[src/rtl/redmule_mx_encoder.sv]
// redmule_mx_encoder: packs an FP16 stream into MXFP8 blocks (E4M3 elements + shared E8M0 scale).
// Optional MX_ENC_RNE_EN rounds mantissas to nearest-even; otherwise they are truncated.
module redmule_mx_encoder #(
  parameter int DATA_W    = 256,
  parameter int BITW      = 16,
  parameter int NUM_LANES = 1
) (
  input  logic                      clk_i,
  input  logic                      rst_ni,
  input  logic                      fp16_valid_i,
  output logic                      fp16_ready_o,
  input  logic [NUM_LANES*BITW-1:0] fp16_data_i,
  output logic                      mx_val_valid_o,
  input  logic                      mx_val_ready_i,
  output logic [DATA_W-1:0]         mx_val_data_o,
  output logic                      mx_exp_valid_o,
  input  logic                      mx_exp_ready_i,
  output logic [7:0]                mx_exp_data_o
);
  localparam int NUM_ELEMS  = DATA_W / 8;
  localparam int NUM_GROUPS = NUM_ELEMS / NUM_LANES;
  localparam int GW = NUM_GROUPS > 1 ? $clog2(NUM_GROUPS) : 1;
  localparam int IW = NUM_ELEMS > 1 ? $clog2(NUM_ELEMS) : 1;
  localparam logic [GW-1:0] LAST = GW'(NUM_GROUPS - 1);

  typedef enum logic [1:0] {COLLECT, SCALE, ENCODE, EMIT} state_t;

  state_t          state_q, state_d;
  logic [GW-1:0]   g_q;
  logic [4:0]      max_q, max_d;
  logic [BITW-1:0] blk_q [NUM_ELEMS];
  logic [7:0]      val_q [NUM_ELEMS];
  logic [7:0]      exp_q;
  logic            val_done_q, exp_done_q;
  logic [4:0]      lane_e [NUM_LANES];
  logic            in_hs, val_hs, exp_hs, last_g, emit_done;

  // The block max maps to E4M3 biased exponent 14; anything 14+ binades below flushes.
  function automatic logic [7:0] enc(logic [15:0] x, logic [4:0] mx);
    logic [6:0] e8;
    logic [3:0] m8;
    e8 = 7'(x[14:10]) - 7'(mx) + 7'd14;
    m8 = {1'b0, x[9:7]};
`ifdef MX_ENC_RNE_EN
    m8 = m8 + 4'(x[6] & ((|x[5:0]) | x[7]));
`endif
    if (x[14:10] == 5'd0) return {x[15], 7'd0};
    if (x[14:10] == 5'd31) return {x[15], 4'hF, 2'b00, |x[9:0]};
    if ($signed(e8) <= 7'sd0) return {x[15], 7'd0};
    e8 = e8 + 7'(m8[3]);
    if (e8 >= 7'd15) return {x[15], 4'hE, 3'h7};
    return {x[15], e8[3:0], m8[2:0]};
  endfunction

  for (genvar l = 0; l < NUM_LANES; l++) begin : g_lane
    assign lane_e[l] = fp16_data_i[BITW*l+10 +: 5];
  end

  for (genvar i = 0; i < NUM_ELEMS; i++) begin : g_out
    assign mx_val_data_o[8*i +: 8] = val_q[i];
  end

  assign fp16_ready_o   = state_q == COLLECT;
  assign mx_val_valid_o = state_q == EMIT && !val_done_q;
  assign mx_exp_valid_o = state_q == EMIT && !exp_done_q;
  assign mx_exp_data_o  = exp_q;
  assign in_hs     = fp16_valid_i & fp16_ready_o;
  assign val_hs    = mx_val_valid_o & mx_val_ready_i;
  assign exp_hs    = mx_exp_valid_o & mx_exp_ready_i;
  assign emit_done = (val_done_q | val_hs) & (exp_done_q | exp_hs);
  assign last_g    = g_q == LAST;

  always_comb begin
    max_d = max_q;
    for (int l = 0; l < NUM_LANES; l++)
      max_d = (lane_e[l] != 5'd0 && lane_e[l] != 5'd31 && lane_e[l] > max_d) ? lane_e[l] : max_d;
  end

  always_comb begin
    state_d = state_q;
    case (state_q)
      COLLECT: state_d = (in_hs && last_g) ? SCALE : COLLECT;
      SCALE:   state_d = ENCODE;
      ENCODE:  state_d = last_g ? EMIT : ENCODE;
      EMIT:    state_d = emit_done ? COLLECT : EMIT;
      default: state_d = COLLECT;
    endcase
  end

  always_ff @(posedge clk_i)
    if (in_hs)
      for (int l = 0; l < NUM_LANES; l++)
        blk_q[IW'(int'(g_q) * NUM_LANES + l)] <= fp16_data_i[BITW*l +: BITW];

  always_ff @(posedge clk_i or negedge rst_ni) begin
    if (!rst_ni) begin
      state_q    <= COLLECT;
      g_q        <= '0;
      max_q      <= '0;
      exp_q      <= '0;
      val_done_q <= 1'b0;
      exp_done_q <= 1'b0;
      for (int i = 0; i < NUM_ELEMS; i++) val_q[i] <= '0;
    end else begin
      state_q <= state_d;
      case (state_q)
        COLLECT: if (in_hs) begin
          g_q   <= last_g ? '0 : g_q + 1'b1;
          max_q <= max_d;
        end
        SCALE: begin
          exp_q <= max_q == 5'd0 ? 8'd127 : 8'(max_q) + 8'd105;
          g_q   <= '0;
        end
        ENCODE: begin
          for (int l = 0; l < NUM_LANES; l++)
            val_q[IW'(int'(g_q) * NUM_LANES + l)] <= enc(blk_q[IW'(int'(g_q) * NUM_LANES + l)], max_q);
          g_q <= last_g ? '0 : g_q + 1'b1;
        end
        EMIT: begin
          val_done_q <= emit_done ? 1'b0 : val_done_q | val_hs;
          exp_done_q <= emit_done ? 1'b0 : exp_done_q | exp_hs;
          if (emit_done) begin
            max_q <= '0;
            g_q   <= '0;
          end
        end
        default: ;
      endcase
    end
  end
endmodule
[config.mk]
export PLATFORM = sky130hd
export DESIGN_NAME = redmule_mx_encoder
export DESIGN_NICKNAME = d
export VERILOG_FILES = /design/src/rtl/redmule_mx_encoder.sv
export SDC_FILE = /design/constraint.sdc
export NUM_CORES = 1
export LEC_CHECK = 0
export BUFFER_PORTS_ARGS = -buffer_cell sky130_fd_sc_hd__buf_2
export CAP_MARGIN = 20
export CORE_MARGIN = 5
export CORE_UTILIZATION = 47
export DETAILED_ROUTE_END_ITERATION = 7
export PLACE_DENSITY_LB_ADDON = 0.15
export SLEW_MARGIN = 20
export SYNTH_ARGS = -nofsm -noshare
export SYNTH_HDL_FRONTEND = slang
export SYNTH_SLANG_ARGS = --single-unit
[constraint.sdc]
create_clock -name clk_i -period 10.3 [get_ports clk_i]
set_clock_uncertainty 0.2 [all_clocks]
set_input_delay 0 -clock clk_i [delete_from_list [all_inputs] [get_ports clk_i]]
set_output_delay 0 -clock clk_i [all_outputs]
set_load 0.01 [all_outputs]
== Word-level counts from Yosys, hierarchy flattened ==
Memories as Yosys holds them, arrays and structs flattened.
Index checks and enable logic that the tools add are counted.
Cells by class
  add/subtract/negate cells: 4
  magnitude comparators: 5
  eq/ne operators: 9
  multiplexer cells: 42
  bitwise logic cells: 7
  reduce and logical (&&, ||, !) cells: 16
Operator list (count)
  $bwmux 256: 1
  $mux 8: 11
  $demux 8 s5: 1
  $mux 5: 5
  $mux 1: 20
  $pmux 5 s4: 1
  $eq 5x5->1 const B: 2
  $logic_not 5->1: 2
  $pmux 5 s2: 1
  $reduce_or 10->1: 1
  $add 5x7->8 const B: 1
  $pmux 2 s4: 1
  $add 6x5->7 const B: 1
  $ge 7x4->1 const B: 1
  $le 7x1->1 const B: 1
  $ge 5x6->1 const B: 1
  $logic_and 1x1->1: 6
  $sub 5x5->6: 1
  $add 5x1->5 const B: 1
  $gt 5x5->1: 1
  $lt 5x1->1 const B: 1
  $ne 5x5->1 const B: 1
  $not 5->5: 1
  $reduce_bool 5->1: 1
  other kinds (12): 19
Storage, ports and cells
  flip-flop bits (word level): 278
  memory bits (writable): 512
  output and inout port bits: 267
  logic and storage cells: 122
  memories kept: 1
Memory list
  blk_q: words 32, width 16, rd ports 1, clocked after memory_dff 0, write ports 1, line 31  | logic [BITW-1:0] blk_q [NUM_ELEMS];

== Depth between registers and ports, before layout ==
Gate-level depths: netlist of run 1.
An unclocked memory read counts as a cell.
  depth in word-level cells: 19
  depth in mapped cells: 23
  gate-level depth less buffers: 18

== Worst setup path after synthesis of run 1 ==
OpenSTA, ideal clock, no wires.
  kind: register to register
  start point: register g_q[0]
  end point: register val_q, in the netlist mx_val_data_o[19]
  setup time: 0.082 ns
  arrival: 4.258 ns
  data required time: 10.018 ns
  setup slack: 5.760 ns
  stages on the path, launching flop included: 22
  clock period less this slack: 4.540 ns
  cells stage by stage: dfrtp_1 -> buf_4 -> or4b_2 -> buf_2 -> o22ai_1 -> nor4_1 -> nand2_1 -> inv_1 -> ha_1 -> inv_1 -> fa_1 -> inv_1 -> ha_1 -> inv_1 -> nand4_1 -> a22oi_1 -> o31ai_1 -> o41ai_4 -> or3b_1 -> buf_2 -> buf_2 -> a31oi_1
Between the ends
  longest elaborated chain between the ends: 15
RTL lines
  start: declaration: line 29  | logic [GW-1:0] g_q;
  start signal: assignment: line 108  | g_q <= last_g ? '0 : g_q + 1'b1;
  start signal: assignment: line 118  | g_q <= last_g ? '0 : g_q + 1'b1;
  $mem_v2 32x16
  $sub 5x5->6: line 42  | e8 = 7'(x[14:10]) - 7'(mx) + 7'd14;
  $add 6x5->7: line 42
  $ge 7x4->1: line 51  | if (e8 >= 7'd15) return {x[15], 4'hE, 3'h7};
  $mux 1: line 51
  $mux 1: line 50  | e8 = e8 + 7'(m8[3]);
  $mux 1: line 49  | if ($signed(e8) <= 7'sd0) return {x[15], 7'd0};
  $mux 1: line 48  | if (x[14:10] == 5'd31) return {x[15], 4'hF, 2'b00, |x[9:0]};
  $mux 1: line 106  | case (state_q)
  $mux 8: line 52  | return {x[15], e8[3:0], m8[2:0]};
  $mux 8: line 50
  $mux 8: line 49
  $mux 8: line 48
  $mux 8: line 106
  $bwmux 256 (*): line 117  | val_q[IW'(int'(g_q) * NUM_LANES + l)] <= enc(blk_q[IW'(int'(g_q) * NUM_LANES + l)], max_q);
  end signal: indexed assignment: line 117
  end: declaration: line 32  | logic [7:0] val_q [NUM_ELEMS];
Mark *: on every way between the ends. The rest lies on a longest branch, timed or not. The select of a mux whose other input is x is not followed.
A chain may end at the register's enable or synchronous reset.

== Worst setup path after layout of run 1 ==
  start point: register g_q[1]
  end point: register val_q, in the netlist mx_val_data_o[9]
The elaborated chain is that of the path after synthesis.

==> metrics.cfg, run 1 <==
[run_status]
status = finished clean

[global_routing]
grt_max_degree = 128
grt_antenna_before_repair = 0
grt_usage = 0.218
overflow = 0
grt_pass1_wl_mm = 111
first_global_vias = 16400

[layout]
final_common_cell = edfxtp_1
design_area_mm2 = 0.0342
final_cell_mix = edfxtp_1 (512), buf_2 (286), dfrtp_1 (276)
n_antenna_cell = 0
drive_gt1_frac = 0.254
synthToLayoutAreaGrowth_pct = 16.2
layout.nets = 2128
filler_cell_count = 5030

[sta]
setup_ws_ns = 3.58
fmax_mhz = 149
worstMarginPinSlew_ns = 1.08
fin_crit_sh = 0.652
setup-violations-final = 0
slew_violations = 0
max_slew_margin = 0.278
tns_ns = 0
hold_viol = 0
grt_setup_unrepaired = false
period_minus_slack_ns = 6.72

[pwr]
p_leak_uw = 0.0137
power_density_mw_per_mm2 = 318
peakVddDrop_mv = 0.463

[clock_network]
cts_buffer_depth = 3
clk_pin_slew_ns = 0.07
clk_latency_ns = 0.63
cts_setup_buffers = 0
cts_sinks = 790
cts-resized-gates = 0
cts_tree = yes
htree_levels = 3
cts_buffers = 82
cts_root_buf = clkbuf_16

[setup_path]
required_ns = 10.66
arrival_ns = 7.07
endpoint_kind = register
start_kind = register
crit_type = reg -> reg
startpoint = g_q[1]$_DFFE_PN0P_
cp_max_fo = 51
rr_startpoint = g_q[1]$_DFFE_PN0P_

[floorplanning]
start_util = 0.476
ios = 288
core_mm2 = 0.0619
rows = 91
die_y_um = 260
dieArea_mm2 = 0.0678
fp.dieW_um = 260

[worst_hold_path]
min-delay-start = mx_exp_ready_i
hp-class = in -> reg

[synth]
synth-main-ff-cell = edfxtp_1
ys_seq_area_frac = 0.758
synthAdderAreaFrac = 0.00833
synth-compound-area-share = 0.0583
synth_top_family_by_area = multiplexers
async_flop_share = 0.352
yosys.area_share.simple = 0.0565
synth_nets = 1900
ys_types = 64
yosysWarnings = 0
syn_inst = 1860
ys_ff_latch = 790
synth.area.mux_share = 0.0806
syn_area_mm2 = 0.0295
synth_xor_area_frac = 0.000892
avgSynthCellArea_um2 = 15.8
synth_edf_count = 512

[detailed_routing]
post-route-drc-count = 0
drtPass1Iterations = 6
routed-via-count = 16700
postRouteAntennaNets = 0
routed_wl_mm = 75.0
vias_per_cell = 5.59
drtIter0Drc = 1690
wire_per_inst_um = 25.1

[place]
gp_congestion = 0.813
place_hpwl_mm = 47.7
port_buffers = 287
placed_area_mm2 = 0.0313
dp_slack_ns = 3.72

[run]
cap_violations = 0

## final timing paths
check	cells after the start	slack (ns)	to
setup / recovery	18	3.58	mx_val_data_o[9]$_DFFE_PN0P_
hold / removal	4	0.09	state_q[1]$_DFF_PN0_
setup reg to reg	18	3.58	mx_val_data_o[9]$_DFFE_PN0P_
hold reg to reg	0	0.17	mx_val_data_o[134]$_DFFE_PN0P_
max in group asynchronous	5	7.79	mx_val_data_o[246]$_DFFE_PN0P_
min in group asynchronous	4	0.41	max_q[2]$_DFFE_PN0P_
## power by group
| group | internal [uW] | leakage (uW) | total [uW] | switching (uW) |
|---|---|---|---|---|
| clock network | 1690 | 0.00131 | 2900 | 1210 |
| registers | 3710 | 0.00822 | 4010 | 297 |
| logic | 1290 | 0.00418 | 3990 | 2700 |
## cell type report
cell class | count | area, um2 | area share
sequential | 790 | 22300 | 0.652
multi-input combinational | 828 | 6030 | 0.176
clock buffer | 101 | 2220 | 0.0647
timing repair buffer | 357 | 2050 | 0.0599
tap | 837 | 1050 | 0.0306
clock inverter | 49 | 444 | 0.0130
inverter | 29 | 109 | 0.00318
## layer usage
metal,share of wire,wire (um),vias up,global-route usage
met4,0.023,1760,0,0.0561
met1,0.43,32000,8558,0.311
li1,-,-,7424,-
met3,0.070,5220,112,0.0414
met5,0,0,-,0
met2,0.48,36000,634,0.352
## synth_stat cells, types with 10 or more instances
| library cell | count | area [um2] |
|---|---|---|
| nor4_1 | 43 | 269 |
| nand2_1 | 33 | 124 |
| mux4_2 | 17 | 383 |
| buf_6 | 15 | 169 |
| mux2_2 | 48 | 541 |
| o22ai_1 | 84 | 526 |
| edfxtp_1 | 512 | 15400 |
| o21ai_0 | 39 | 195 |
| ha_1 | 18 | 225 |
| buf_4 | 10 | 75.1 |
| clkbuf_1 | 157 | 589 |
| a21oi_1 | 26 | 130 |
| buf_2 | 30 | 150 |
| nor2_1 | 150 | 563 |
| nor3_1 | 29 | 145 |
| a211oi_1 | 16 | 120 |
| inv_1 | 28 | 105 |
| mux2i_1 | 145 | 1450 |
| nand3_1 | 11 | 55.1 |
| dfrtp_1 | 278 | 6960 |
| a31oi_1 | 69 | 432 |
## registers in the layout, indices dropped and copies added, names as in the netlist
| signal | cells |
|---|---|
| blk_q | 512 |
| state_q | 2 |
| val_done_q | 1 |
| mx_val_data_o | 256 |
| exp_done_q | 1 |
| g_q | 5 |
| max_q | 5 |
| mx_exp_data_o | 8 |
## what timing repair did
| action | 4_1_cts | 5_1_grt |
|---|---|---|
| hold buffers | 23 | 0 |
| hold endpoints to repair | 657 | 0 |
| setup endpoints to repair | 0 | 0 |
## per-stage QoR
stage | utilization | hold slack (ns) | std cells | total power (uW)
floorplan | - | -0.496 | 1860 | 6580
global placement | 0.505 | -0.0411 | 2816 | 7860
detailed placement | 0.505 | -0.0199 | 2816 | 7980
CTS | 0.552 | 0.0483 | 2989 | 10900
global route | 0.553 | 0.0717 | 2991 | 11400
finish | 0.553 | 0.0922 | 2991 | 10900
## worst max-delay path: stages (launching register included)
cell and delay (ns):
dfrtp_4 1.02, buf_4 0.82, mux2i_1 0.28, o22ai_1 0.10, nor4_1 0.46, nand2_1 0.20
inv_1 0.10, ha_1 0.18, inv_1 0.07, fa_1 0.55, inv_1 0.16, ha_1 0.29
inv_1 0.11, nand4_1 0.11, a22oi_1 0.08, o31ai_1 0.45, o41ai_4 0.23, a211oi_2 0.86
mux2_2 0.32
## cells by family after synthesis
group / count (synthesis)
and+or+nand+nor: 328
DFF: 790
xor gates and xnor gates: 3
adders and majority gates: 19
muxes: 210
AOI/OAI and AO/OA: 268
buffers and inverters: 242
Power figures use the tool's default switching activity.
==> run 2: changes to the inputs <==
==> constraint.sdc (replaced) <==
create_clock -name clk_i -period 5.9 [get_ports clk_i]
set_clock_uncertainty 0.2 [all_clocks]
set_input_delay 0 -clock clk_i [delete_from_list [all_inputs] [get_ports clk_i]]
set_output_delay 0 -clock clk_i [all_outputs]
set_load 0.01 [all_outputs]
==> run 2 against run 1 <==
Against the previous run:
- die area is the same
- cell area up 0.71%
- wire length is 0.52% higher
- fmax grew 18%
- combinational power up 80%
- power up 77%
- global-route usage down 0.080 points
- critical path type unchanged
- largest power group is now combinational logic
==> metrics.cfg, run 2 (synthesis results as in run 1) <==
[global_routing]
overflow = 0  ; unchanged
first_global_vias = 16400  ; about the same
grt_antenna_before_repair = 1  ; was 0
grt_usage = 0.218  ; about the same
grt_pass1_wl_mm = 110  ; was 111 mm
grt_max_degree = 132  ; was 128

[worst_hold_path]
hp-class = in -> reg  ; unchanged

[place]
place_hpwl_mm = 48.7  ; was 47.7 mm
gp_congestion = 0.855  ; was 0.813
port_buffers = 287  ; unchanged
place_inst = 2833  ; was 2,816

[layout]
regMostFlops = blk_q  ; unchanged
largest_register_ffs = 512  ; unchanged
synthToLayoutAreaGrowth_pct = 17.1  ; was 16.2%
final_common_cell = edfxtp_1  ; unchanged
fin_cells = 2999  ; was 2,991
layout.nets = 2141  ; was 2,128
drive_gt1_frac = 0.260  ; was 0.254
final_cell_mix = edfxtp_1 (512), buf_2 (286), dfrtp_1 (274)  ; was edfxtp_1 (512), buf_2 (286), dfrtp_1 (276)

[sta]
fmax_mhz = 176  ; was 149 MHz
setup-violations-final = 0  ; unchanged
grt_setup_unrepaired = false  ; unchanged
worstMarginPinSlew_ns = 1.19  ; was 1.08 ns
tns_ns = 0  ; unchanged
whs_ns = 0.0876  ; was 0.0922 ns
hold_viol = 0  ; unchanged
max_slew_margin = 0.204  ; was 0.278
slew_violations = 0  ; unchanged
period_minus_slack_ns = 5.69  ; was 6.72 ns
fin_crit_sh = 0.965  ; was 0.652

[setup_path]
cpPeakStageDelay_ns = 0.89  ; was 1.02 ns
endpoint_kind = register  ; unchanged
crit_slowest_cell = dfrtp_4  ; unchanged
cp_max_fo = 38  ; was 51
required_ns = 6.24  ; was 10.66 ns
start_kind = register  ; unchanged
arrival_ns = 6.03  ; was 7.07 ns
crit_chain = buf_4, mux2i_1, o22ai_1, nor4_1, nand2_2, ha_1, or3_1, a21oi_1, o21ai_0, nand2_1, or3b_2, a31oi_1  ; was buf_4, mux2i_1, o22ai_1, nor4_1, nand2_1, inv_1, ha_1, inv_1, fa_1, inv_1, ha_1, inv_1, nand4_1, a22oi_1, o31ai_1, o41ai_4, a211oi_2, mux2_2
crit_type = reg -> reg  ; unchanged

[pwr]
p_comb_frac = 0.371  ; was 0.367
seq_power_share = 0.359  ; was 0.368
power_density_mw_per_mm2 = 561  ; was 318 mW/mm2
swShare = 0.380  ; was 0.386
total_power_uw = 19300  ; was 10,900 uW
peakVddDrop_mv = 0.968  ; was 0.463 mV
power_switching_uw = 7350  ; was 4210 uW
clkPwrFrac = 0.271  ; was 0.266
power_report.internal_total_uw = 12000  ; was 6690 uW
p_leak_uw = 0.0138  ; was 0.0137 uW

[clock_network]
cts_tree = yes  ; unchanged
cts_root_buf = clkbuf_16  ; unchanged
htree_levels = 3  ; unchanged
clk_latency_ns = 0.63  ; about the same
cts_buffer_depth = 3  ; unchanged
clk_pin_slew_ns = 0.07  ; about the same
cts_sinks = 790  ; unchanged
cts_buffers = 80  ; was 82

[floorplanning]
die_y_um = 260  ; unchanged
fp.dieW_um = 260  ; unchanged
ios = 288  ; unchanged
rows = 91  ; unchanged
core_mm2 = 0.0619  ; unchanged
dieArea_mm2 = 0.0678  ; unchanged
start_util = 0.476  ; unchanged

[detailed_routing]
drtPass1Iterations = 5  ; was 6
drtIter0Drc = 1547  ; was 1,690
wire_per_inst_um = 25.1  ; about the same
routed_wl_mm = 75.4  ; was 75.0 mm
vias_per_cell = 5.57  ; was 5.59
post-route-drc-count = 0  ; unchanged
postRouteAntennaNets = 0  ; unchanged
routed-via-count = 16700  ; about the same

[run]
cap_violations = 0  ; unchanged

[run_status]
status = finished clean  ; unchanged

## run 2: cell types whose count changed in the layout (fill, tap and decap cells not counted), moves of 2 or more
cell        previous run  this run
clkbuf_8               5         8
dfrtp_1              276       274
clkinv_8               3         1
clkinv_4               2         0
bufinv_16              6        10
clkinvlp_4             4         2
clkbuf_1              12        15
clkinv_1              11         6
inv_4                  2         0
clkinv_2              20        14
dfrtp_2                1         3
buf_12                 0         3
buf_4                 45        59
## run 2: worst max-delay path, delay by kind of cell (launching register included)
kind	cells	cell delay, ns
buf+inv	1	0.35
simple gates	5	2.61
compound gates	4	0.85
flops	1	0.89
fa+ha+maj	1	0.45
mux	1	0.21
## run 2: layout make-up
| type | instances | area, um2 |
|---|---|---|
| fill | 4924 | 27500 |
| sequential | 790 | 22300 |
| multi-input combinational | 828 | 6050 |
| clock buffer | 108 | 2290 |
| timing repair buffer | 372 | 2200 |
| tap | 837 | 1050 |
| clock inverter | 34 | 438 |
| inverter | 29 | 109 |
| antenna | 1 | 2.50 |
## run 2: power by group through the flow
stage	Sequential (uW)	Clock [uW]	Combinational (uW)
3_5_place_dp	7030	0	7040
4_1_cts	6920	5320	7090
6_report	6930	5230	7170
2_1_floorplan	7060	0	4430
3_3_place_gp	7010	0	6910
5_1_grt	7000	5560	7600
## run 2: metal layers
| layer | up-vias | part of all wire | wire [um] | global-route usage |
|---|---|---|---|---|
| met5 | - | 0 | 0 | 0 |
| met4 | 0 | 0.020 | 1540 | 0.0512 |
| met3 | 110 | 0.069 | 5170 | 0.0401 |
| met2 | 617 | 0.48 | 36200 | 0.355 |
| met1 | 8558 | 0.43 | 32400 | 0.309 |
| li1 | 7430 | - | - | - |
## run 2: metrics by stage
stage	util	worst slack, ns	area [um2]
after detailed placement	0.508	0.266	31500
after floorplan	-	1.36	29500
after global routing	0.557	0.0296	34500
after CTS	0.556	0.214	34500
final	0.557	0.206	34500
after global placement	0.508	0.410	31500
## run 2: timing repair
| item | 4_1_cts | 5_1_grt |
|---|---|---|
| setup buffers | 0 | 0 |
| hold buffers | 23 | 0 |
| setup endpoints to repair | 0 | 16 |
| endpoints found under the hold margin | 804 | 0 |
| gates resized for setup | 0 | 5 |
## run 2: worst paths after layout
kind	startpoint	slack, ns	cells past startpoint	end
max	g_q[1]$_DFFE_PN0P_	0.21	12	mx_val_data_o[19]$_DFFE_PN0P_
min	mx_exp_ready_i	0.09	4	exp_done_q$_DFFE_PN0P_
max reg2reg	g_q[1]$_DFFE_PN0P_	0.21	12	mx_val_data_o[19]$_DFFE_PN0P_
min reg2reg	mx_val_data_o[245]$_DFFE_PN0P_	0.17	0	mx_val_data_o[245]$_DFFE_PN0P_
max in group asynchronous	rst_ni	4.50	4	mx_val_data_o[203]$_DFFE_PN0P_
min in group asynchronous	rst_ni	0.35	4	mx_val_data_o[182]$_DFFE_PN0P_
==> run 3: changes to the inputs <==
--- a/config.mk
+++ b/config.mk
@@ -10,7 +10,7 @@
 export CORE_MARGIN = 5
 export CORE_UTILIZATION = 47
 export DETAILED_ROUTE_END_ITERATION = 7
-export PLACE_DENSITY_LB_ADDON = 0.15
+export PLACE_DENSITY = 0.73
 export SLEW_MARGIN = 20
 export SYNTH_ARGS = -nofsm -noshare
 export SYNTH_HDL_FRONTEND = slang
==> run 3 against run 2 <==
Against the previous run:
- the flow now finishes with violations (design-rule violations)
- first-iteration DRC count increased by 32%
- largest cell class unchanged
- sequential share of layout area is 0.28 points higher
- fmax rose by 2.6%
==> metrics.cfg, run 3 (synthesis results as in run 1) <==
[run_status]
status = finished with violations  ; was finished clean
violations = design-rule violations

[sta]
grt_setup_unrepaired = false  ; unchanged
setup-violations-final = 0  ; unchanged
max_slew_margin = 0.236  ; was 0.204
hold_viol = 0  ; unchanged
tns_ns = 0  ; unchanged
period_minus_slack_ns = 5.55  ; was 5.69 ns
fin_crit_sh = 0.941  ; was 0.965
slew_violations = 0  ; unchanged
setup_ws_ns = 0.349  ; was 0.206 ns
fmax_mhz = 180  ; was 176 MHz
worstMarginPinSlew_ns = 1.14  ; was 1.19 ns

[place]
placed_area_mm2 = 0.0314  ; was 0.0315 mm2
place_hpwl_mm = 48.6  ; was 48.7 mm
port_buffers = 287  ; unchanged
gp_congestion = 0.895  ; was 0.855
dp_slack_ns = 0.454  ; was 0.266 ns

[setup_path]
arrival_ns = 5.90  ; was 6.03 ns
endpoint_kind = register  ; unchanged
cp_max_fo = 25  ; was 38
crit_type = reg -> reg  ; unchanged
start_kind = register  ; unchanged
required_ns = 6.25  ; was 6.24 ns

[floorplanning]
dieArea_mm2 = 0.0678  ; unchanged
rows = 91  ; unchanged
die_y_um = 260  ; unchanged
start_util = 0.476  ; unchanged
core_mm2 = 0.0619  ; unchanged
ios = 288  ; unchanged
fp.dieW_um = 260  ; unchanged

[global_routing]
grt_pass1_wl_mm = 111  ; was 110 mm
first_global_vias = 17200  ; was 16,400
grt_max_degree = 169  ; was 132
grt_usage = 0.215  ; was 0.218
grt_antenna_before_repair = 0  ; was 1
overflow = 0  ; unchanged

[detailed_routing]
routed-via-count = 17000  ; was 16,700
post-route-drc-count = 1  ; was 0
wire_per_inst_um = 25.0  ; was 25.1 um
postRouteAntennaNets = 0  ; unchanged
vias_per_cell = 5.69  ; was 5.57
drtIter0Drc = 2036  ; was 1,547
routed_wl_mm = 74.7  ; was 75.4 mm
drtPass1Iterations = 8  ; was 5

[pwr]
total_power_uw = 19100  ; was 19,300 uW
power_density_mw_per_mm2 = 556  ; was 561 mW/mm2
peakVddDrop_mv = 1.37  ; was 0.968 mV
p_leak_uw = 0.0137  ; was 0.0138 uW

[layout]
regMostFlops = blk_q  ; unchanged
final_cell_mix = edfxtp_1 (512), buf_2 (286), dfrtp_1 (276)  ; was edfxtp_1 (512), buf_2 (286), dfrtp_1 (274)
filler_cell_count = 4802  ; was 4,924
largest_register_ffs = 512  ; unchanged
multi_input_area_mm2 = 0.00604  ; was 0.00605 mm2
drive_gt1_frac = 0.255  ; was 0.260
synthToLayoutAreaGrowth_pct = 16.5  ; was 17.1%
layout.nets = 2135  ; was 2,141
seqCellArea_mm2 = 0.0223  ; about the same
design_area_mm2 = 0.0343  ; was 0.0345 mm2
n_antenna_cell = 0  ; was 1
final_common_cell = edfxtp_1  ; unchanged
postLayoutCoreUtil = 0.554  ; was 0.557

[clock_network]
cts-resized-gates = 0  ; unchanged
cts_sinks = 790  ; unchanged
clk_pin_slew_ns = 0.06  ; was 0.07 ns
clk_latency_ns = 0.64  ; was 0.63 ns
cts_buffer_depth = 3  ; unchanged
cts_buffers = 77  ; was 80
cts_tree = yes  ; unchanged
htree_levels = 3  ; unchanged
cts_root_buf = clkbuf_16  ; unchanged

[run]
cap_violations = 0  ; unchanged

[worst_hold_path]
hp-class = in -> reg  ; unchanged

run 3: cell count changes in the layout (fill, tap and decap cells not counted), moves of 3 or more:
| cell | before | now |
|---|---|---|
| clkinv_2 | 14 | 6 |
| clkbuf_16 | 85 | 78 |
| buf_4 | 59 | 54 |
| clkinv_1 | 6 | 11 |
| clkinvlp_4 | 2 | 7 |
| clkbuf_8 | 8 | 4 |
| bufinv_16 | 10 | 7 |
| clkinv_16 | 0 | 3 |
run 3: what timing repair did:
| item | CTS | global route |
|---|---|---|
| hold buffers | 23 | 0 |
| buffers inserted | 0 | 1 |
| hold endpoints to repair | 637 | 0 |
| endpoints found under the setup margin | 0 | 1 |
run 3: final timing paths:
path / start / end / slack, ns / cells after the start
worst max-delay path: g_q[4]$_DFFE_PN0P_ / mx_val_data_o[99]$_DFFE_PN0P_ / 0.35 / 17
worst min-delay path: mx_exp_ready_i / state_q[1]$_DFF_PN0_ / 0.05 / 4
worst max register to register: g_q[4]$_DFFE_PN0P_ / mx_val_data_o[99]$_DFFE_PN0P_ / 0.35 / 17
worst min register to register: mx_val_data_o[186]$_DFFE_PN0P_ / mx_val_data_o[186]$_DFFE_PN0P_ / 0.17 / 0
max in group asynchronous: rst_ni / mx_val_data_o[26]$_DFFE_PN0P_ / 4.32 / 4
min in group asynchronous: rst_ni / mx_val_data_o[105]$_DFFE_PN0P_ / 0.43 / 4
run 3: worst max-delay path, cell delays in order, from the launching register on:
cell     delay [ns]
dfrtp_1        0.82
or4b_2         0.84
o22ai_1        0.24
nor4_1         0.10
nand2_1        0.15
inv_1          0.06
ha_1           0.20
inv_1          0.07
fa_1           0.48
inv_1          0.14
ha_1           0.28
inv_1          0.11
nand4_1        0.11
a22oi_1        0.07
o31ai_1        0.42
o41ai_4        0.21
or3b_1         0.67
a31oi_1        0.27
run 3: cell type report:
type                    count  area share
repair buffers            369      0.0638
multi-input cells         828       0.176
clock inverters            44      0.0157
clock buffers              97      0.0602
flip-flops and latches    790       0.651
inverters                  29     0.00317
well taps                 837      0.0305
run 3: where the power goes:
| part | internal (uW) | switching [uW] | total (uW) | leakage (uW) |
|---|---|---|---|---|
| logic | 2370 | 4810 | 7180 | 0.00425 |
| registers | 6480 | 449 | 6920 | 0.00822 |
| clock network | 2840 | 2130 | 4970 | 0.00124 |
run 3: metal layers:
| metal | up-vias | GRT usage | share of wire |
|---|---|---|---|
| li1 | 7425 | - | - |
| met2 | 951 | 0.357 | 0.48 |
| met3 | 157 | 0.0473 | 0.11 |
| met4 | 0 | 0.0690 | 0.029 |
| met5 | - | 0 | 0 |
| met1 | 8513 | 0.287 | 0.38 |
run 3: stage by stage:
stage,hold WS (ns),cells
after detailed placement,-0.0873,2828
after global placement,-0.0986,2828
final,0.0494,2994
after global routing,0.0782,2994
after floorplan,-0.496,1860
after CTS,0.0240,2992
